<file path="src/rtl/proc_array_pkg.sv">
// -----------------------------------------------------------------------------
// proc_array_pkg
// Shared definitions for the input_buff -> proc_array correlation sequencer.
//   stateT          : sequencer state encoding (3 bits)
//   NDATA_DEF       : default samples per frame
//   NDATA_LOG_DEF   : default cntin width
//   CH_A..CH_D      : channel index codes reported on peak_ch
// -----------------------------------------------------------------------------
package proc_array_pkg;

    localparam int NDATA_DEF     = 128;
    localparam int NDATA_LOG_DEF = $clog2(NDATA_DEF);

    localparam logic [1:0] CH_A = 2'd0;
    localparam logic [1:0] CH_B = 2'd1;
    localparam logic [1:0] CH_C = 2'd2;
    localparam logic [1:0] CH_D = 2'd3;

    typedef enum logic [2:0] {
        IDLE    = 3'd0,
        FILL    = 3'd1,
        SETTLE  = 3'd2,
        CAPTURE = 3'd3,
        DONE    = 3'd4
    } stateT;

endpackage

</file>
<file path="src/rtl/proc_array_max4.sv">
// -----------------------------------------------------------------------------
// proc_array_max4
// Combinational 4-way unsigned maximum. Strict '>' compares in order a,b,c,d,
// so on a tie the lowest channel index is reported.
// Ports:
//   a,b,c,d  in   W   candidate values (channels A..D)
//   max      out  W   largest candidate
//   idx      out  2   winning channel (CH_A..CH_D)
// -----------------------------------------------------------------------------
module proc_array_max4
    import proc_array_pkg::*;
#(
    parameter int W = 8
) (
    input  logic [W-1:0] a,
    input  logic [W-1:0] b,
    input  logic [W-1:0] c,
    input  logic [W-1:0] d,
    output logic [W-1:0] max,
    output logic [1:0]   idx
);

    always_comb begin
        max = a;
        idx = CH_A;
        if (b > max) begin
            max = b;
            idx = CH_B;
        end
        if (c > max) begin
            max = c;
            idx = CH_C;
        end
        if (d > max) begin
            max = d;
            idx = CH_D;
        end
    end

endmodule

</file>
<file path="src/rtl/proc_array_ctrl.sv">
// -----------------------------------------------------------------------------
// proc_array_ctrl
// Frame sequencer: on start, drives ena/cntin to load NDATA samples into
// input_buff, waits SETTLE_CYC cycles for proc_array, captures doutA..D,
// picks the largest channel and pulses done.
// Optional feature macro: PROC_ARRAY_CTRL_THRESH_EN adds thresh input and
// detect output (detect = captured peak >= thresh).
// Ports:
//   clk            in   1            rising-edge clock
//   rst            in   1            asynchronous reset, active-low
//   start          in   1            frame request, sampled only in IDLE
//   abort          in   1            synchronous abort to IDLE, no done
//   doutA..doutD   in   NDATA_LOG+1  proc_array channel results
//   thresh         in   NDATA_LOG+1  detect threshold (macro only)
//   detect         out  1            peak >= thresh, valid with done (macro only)
//   ena            out  1            input_buff load enable
//   cntin          out  NDATA_LOG    input_buff write index
//   busy           out  1            high in every state except IDLE
//   done           out  1            one-cycle result-valid pulse
//   peak           out  NDATA_LOG+1  largest captured result
//   peak_ch        out  2            winning channel (0=A .. 3=D)
//   res_A..res_D   out  NDATA_LOG+1  captured copies of doutA..D
//   dbgState       out  3            current sequencer state
// Handshake: start is a level request honoured only in IDLE; it is neither
// queued nor acknowledged otherwise. done is a single-cycle pulse and the
// result outputs hold until the next capture.
// -----------------------------------------------------------------------------
module proc_array_ctrl
    import proc_array_pkg::*;
#(
    parameter int NDATA      = NDATA_DEF,
    parameter int NDATA_LOG  = $clog2(NDATA),
    parameter int SETTLE_CYC = 2
) (
    input  logic                 clk,
    input  logic                 rst,
    input  logic                 start,
    input  logic                 abort,
    input  logic [NDATA_LOG:0]   doutA,
    input  logic [NDATA_LOG:0]   doutB,
    input  logic [NDATA_LOG:0]   doutC,
    input  logic [NDATA_LOG:0]   doutD,
`ifdef PROC_ARRAY_CTRL_THRESH_EN
    input  logic [NDATA_LOG:0]   thresh,
    output logic                 detect,
`endif
    output logic                 ena,
    output logic [NDATA_LOG-1:0] cntin,
    output logic                 busy,
    output logic                 done,
    output logic [NDATA_LOG:0]   peak,
    output logic [1:0]           peak_ch,
    output logic [NDATA_LOG:0]   res_A,
    output logic [NDATA_LOG:0]   res_B,
    output logic [NDATA_LOG:0]   res_C,
    output logic [NDATA_LOG:0]   res_D,
    output logic [2:0]           dbgState
);

    localparam int                   SETTLE_W    = (SETTLE_CYC > 1) ? $clog2(SETTLE_CYC) : 1;
    localparam logic [SETTLE_W-1:0]  SETTLE_LOAD = SETTLE_W'(SETTLE_CYC - 1);
    localparam logic [NDATA_LOG-1:0] LAST_IDX    = NDATA_LOG'(NDATA - 1);

    stateT               state;
    logic [SETTLE_W-1:0] settleCnt;
    logic [NDATA_LOG:0]  maxVal;
    logic [1:0]          maxIdx;

    assign dbgState = state;

    // Max is taken straight from the live dout inputs so peak and res_* are
    // registered on the same CAPTURE edge.
    proc_array_max4 #(.W(NDATA_LOG + 1)) uMax4 (
        .a   (doutA),
        .b   (doutB),
        .c   (doutC),
        .d   (doutD),
        .max (maxVal),
        .idx (maxIdx)
    );

    always_ff @(posedge clk or negedge rst) begin
        if (!rst) begin
            state     <= IDLE;
            settleCnt <= '0;
            ena       <= 1'b0;
            cntin     <= '0;
            busy      <= 1'b0;
            done      <= 1'b0;
            peak      <= '0;
            peak_ch   <= CH_A;
            res_A     <= '0;
            res_B     <= '0;
            res_C     <= '0;
            res_D     <= '0;
`ifdef PROC_ARRAY_CTRL_THRESH_EN
            detect    <= 1'b0;
`endif
        end else begin
            done <= 1'b0;
            // abort outranks every transition; results are deliberately kept.
            if (abort && (state != IDLE)) begin
                state     <= IDLE;
                settleCnt <= '0;
                ena       <= 1'b0;
                cntin     <= '0;
                busy      <= 1'b0;
            end else begin
                case (state)
                    IDLE: begin
                        if (start && !abort) begin
                            state <= FILL;
                            ena   <= 1'b1;
                            cntin <= '0;
                            busy  <= 1'b1;
                        end
                    end
                    FILL: begin
                        if (cntin == LAST_IDX) begin
                            cntin     <= '0;
                            ena       <= 1'b0;
                            settleCnt <= SETTLE_LOAD;
                            state     <= SETTLE;
                        end else begin
                            cntin <= cntin + 1'b1;
                        end
                    end
                    SETTLE: begin
                        if (settleCnt == '0) begin
                            state <= CAPTURE;
                        end else begin
                            settleCnt <= settleCnt - 1'b1;
                        end
                    end
                    CAPTURE: begin
                        res_A   <= doutA;
                        res_B   <= doutB;
                        res_C   <= doutC;
                        res_D   <= doutD;
                        peak    <= maxVal;
                        peak_ch <= maxIdx;
`ifdef PROC_ARRAY_CTRL_THRESH_EN
                        detect  <= (maxVal >= thresh);
`endif
                        done    <= 1'b1;
                        state   <= DONE;
                    end
                    DONE: begin
                        state <= IDLE;
                        busy  <= 1'b0;
                    end
                    default: begin
                        state <= IDLE;
                        ena   <= 1'b0;
                        cntin <= '0;
                        busy  <= 1'b0;
                    end
                endcase
            end
        end
    end

endmodule
</file>
<file path="config.mk">
export PLATFORM = sky130hd
export DESIGN_NAME = proc_array_ctrl
export DESIGN_NICKNAME = d
export VERILOG_FILES = /design/src/rtl/proc_array_pkg.sv /design/src/rtl/proc_array_max4.sv /design/src/rtl/proc_array_ctrl.sv
export SDC_FILE = /design/constraint.sdc
export NUM_CORES = 1
export LEC_CHECK = 0
export BUFFER_PORTS_ARGS = -buffer_cell sky130_fd_sc_hd__buf_4
export CAP_MARGIN = 40
export CORE_MARGIN = 2
export CORE_UTILIZATION = 55
export CTS_CLUSTER_DIAMETER = 100
export DETAILED_ROUTE_END_ITERATION = 7
export PLACE_DENSITY = 0.91
export SYNTH_ARGS = -nofsm -noshare
export SYNTH_HDL_FRONTEND = slang
export SYNTH_SLANG_ARGS = --single-unit
</file>
<file path="constraint.sdc">
create_clock -name clk -period 4 [get_ports clk]
set_input_delay 0.2 -clock clk [delete_from_list [all_inputs] [get_ports clk]]
set_output_delay 0.2 -clock clk [all_outputs]
set_load 0.03 [all_outputs]
</file>
==> impl_metrics.toml <==
[power_and_ir_drop]
leakagePower_uw = 0.00235
total_power_uw = 3070
power_density_mw_per_mm2 = 655
ir_worst_vdd_mv = 0.440

[setup_path]
required_ns = 4.21
crit_slowest_cell = "ha_4"
cp-start-kind = "input port"
crit_top_cell = "buf_4"
cp.arrival_ns = 4.56
critPathCaptureType = "flop"
critPathMaxStageDelay_ns = 0.32
path_class = "in -> reg"
crit_path_max_fanout = 8

[timing]
rsz0062_at_grt = "true"
worst_slew_pin_slew_ns = 0.704
relSlewSlack_pct = 53.1
finalHoldViolCount = 0
fin_worst_skew_ns = 0.00628
setup-tns-final_ns = -2.80
setup_viol = 10
fin_crit_ns = 4.35
post-route-period-util_pct = 109
max_clock_freq_ghz = 0.230
final_max_slew_viol_count = 0
fin_ws_ns = -0.351

[drt]
via_per_inst = 5.94
firstDrtPassIters = 5
post-route-drc-count = 0
routed-via-count = 3313
wirelength_um = 10400
drtIter0Drc = 286
antenna_left = 0
wire_per_inst_um = 18.7

[logic_synthesis]
synth_nets = 408
synthFlopType = "dfrtp_1"
synth-xor-area-share_pct = 0
yosysSeqAreaShare_pct = 45.2
synth_area_leader_cell = "dfrtp_1"
synth_seq_cells = 56
yosysWarnings = 0
postSynthAreaPerCell_um2 = 8.90
synthAdderAreaFrac_pct = 9.69
yosys.area.top_type_share_pct = 45.2
synth_area_leaders = "dfrtp_1 45%, nand2_1 12%, ha_1 9.7%, o21ai_0 4.7%, mux2i_1 2.6%"
yosys.area_share.simple_pct = 21.3
syn_area_mm2 = 0.00310
synth-edff-count = 0
synth_compound_area_share_pct = 16.5
synthCells = 348
synth_top_family_by_area = "simple AND/OR/NAND/NOR gates"
synthMuxAreaShare_pct = 3.80
async_flop_share_pct = 100
ys_types = 43

[cts]
cts_tree = "built"
numCtsBuffers = 5
clk_path_buf_depth = 2
cts_root_buf = "clkbuf_8"
clkTransAtPathRegs_ns = 0.10
insertion_delay_ns = 0.32
clock_sink_count = 56
h-tree-depth = 2

[place]
gp_congestion = 0.916
place_area_mm2 = 0.00427
portBuffers = 90
dp_hpwl_um = 6790
dp_cells = 544

[floorplan]
die_area_mm2 = 0.00625
die_w_um = 79.1
boundaryPins = 91
core-area_mm2 = 0.00547
die_y_um = 79.1
num_rows = 27
initial_core_util_pct = 56.6

[finish]
utilization_pct = 85.7
synthToLayoutAreaGrowth_pct = 51.4
diodes = 0
finalInstanceArea_mm2 = 0.00469
drive_above_1_share_pct = 43.4
finalNonFillerCells = 558
layout_common_cells = "137 x buf_4, 95 x nand2_1, 56 x dfrtp_1"
nets = 545
final_common_cell = "buf_4"

[hold_path]
hold_class = "in -> reg"

[global_route]
grt_pass1_wl_um = 16200
grt_overflow = 0
gr-usage-all-layers_pct = 33.8
grt_antenna_before_repair = 0
grt_max_degree = 57
grt_pass1_vias = 3397

[outcome]
status = "finished, violations left"
violations = "negative setup slack"

[job]
max-cap-violations = 0
-- through the flow --
stage	setup WS (ns)	hold WS [ns]
2_1_floorplan	-0.326	-0.0956
3_3_place_gp	-0.564	0.289
3_5_place_dp	-0.924	0.294
4_1_cts	-0.197	0.0833
5_1_grt	-0.475	0.0820
6_report	-0.351	0.0793
-- final timing paths --
path,from,to,slack [ns],cells past startpoint
max,doutA[5],peak[0],-0.35,25
min,abort,dbgState[1],0.08,2
max reg2reg,dbgState[2],peak[2],1.76,7
min reg2reg,res_D[4],res_D[4],0.49,2
max in group asynchronous,rst,dbgState[0],3.07,2
min in group asynchronous,rst,peak[6],0.47,2
-- critical path, delay by kind of cell --
| kind | cells | cell delay (ns) |
|---|---|---|
| muxes | 1 | 0.22 |
| adders and majority gates | 3 | 0.86 |
| and+or+nand+nor | 5 | 0.63 |
| buffers and inverters | 6 | 0.77 |
| AOI/OAI and AO/OA | 10 | 1.88 |
-- repair_timing --
| item | in CTS | in global routing |
|---|---|---|
| gates cloned | 0 | 0 |
| setup endpoints to repair | 10 | 10 |
| pin swaps | 21 | 22 |
| gates resized for setup | 33 | 20 |
| endpoints found under the hold margin | 56 | 0 |
| hold buffers | 1 | 0 |
| buffers inserted | 3 | 2 |
-- state kept, by name (all words and copies together) (netlist names) --
register	cells
cntin	7
res_B	8
done	1
settleCnt	1
res_D	8
res_C	8
peak	8
res_A	8
ena	1
peak_ch	2
busy	1
dbgState	3
-- synthesized netlist by cell type, types with 2 or more instances --
master / n
inv_1: 15
and4_1: 2
and3_1: 4
and2_1: 2
nand3_1: 11
buf_1: 2
o21bai_1: 2
o211ai_1: 7
mux2_2: 2
a21o_1: 3
o31ai_1: 3
a31oi_1: 2
nor2_1: 18
a21oi_1: 12
o21ai_0: 29
nor2b_1: 4
nand2_1: 97
ha_1: 24
o21ai_1: 4
o21a_1: 4
nand4_1: 7
clkbuf_1: 9
mux2i_1: 8
dfrtp_1: 56
nor3_1: 3
-- per-layer routing --
layer / global-route usage, % / wire (um) / vias to the layer above
li1: - / - / 1476
met5: 0 / 0 / -
met1: 37.4 / 3780 / 1596
met2: 59.7 / 5360 / 181
met3: 7.05 / 706 / 60
met4: 20.2 / 602 / 0
-- area by class of cell --
class	instances	area, um^2
Clock inverter	2	35.0
Timing Repair Buffer	142	1110
Inverter	15	61.3
Multi-Input combinational cell	265	1920
Tap cell	72	90.1
Clock buffer	6	72.6
Fill cell	281	783
Sequential cell	56	1400
-- power by group --
part           switching, uW  total [uW]  internal (uW)  leakage, uW
combinational           1030        1710            681      0.00157
clock                    192         378            186    0.0000552
sequential               170         978            808     0.000721
-- logic make-up (layout without fill, tap and decap cells) --
| family | Yosys count | count (layout) |
|---|---|---|
| AND/OR/NAND/NOR | 152 | 152 |
| AO/OA/AOI/OAI | 78 | 78 |
| flip-flops | 56 | 56 |
| buffers and inverters | 27 | 165 |
| adder cells (fa/ha/maj) | 24 | 24 |
| multiplexers | 11 | 11 |
Note: power is estimated with default switching activity, not from simulation.
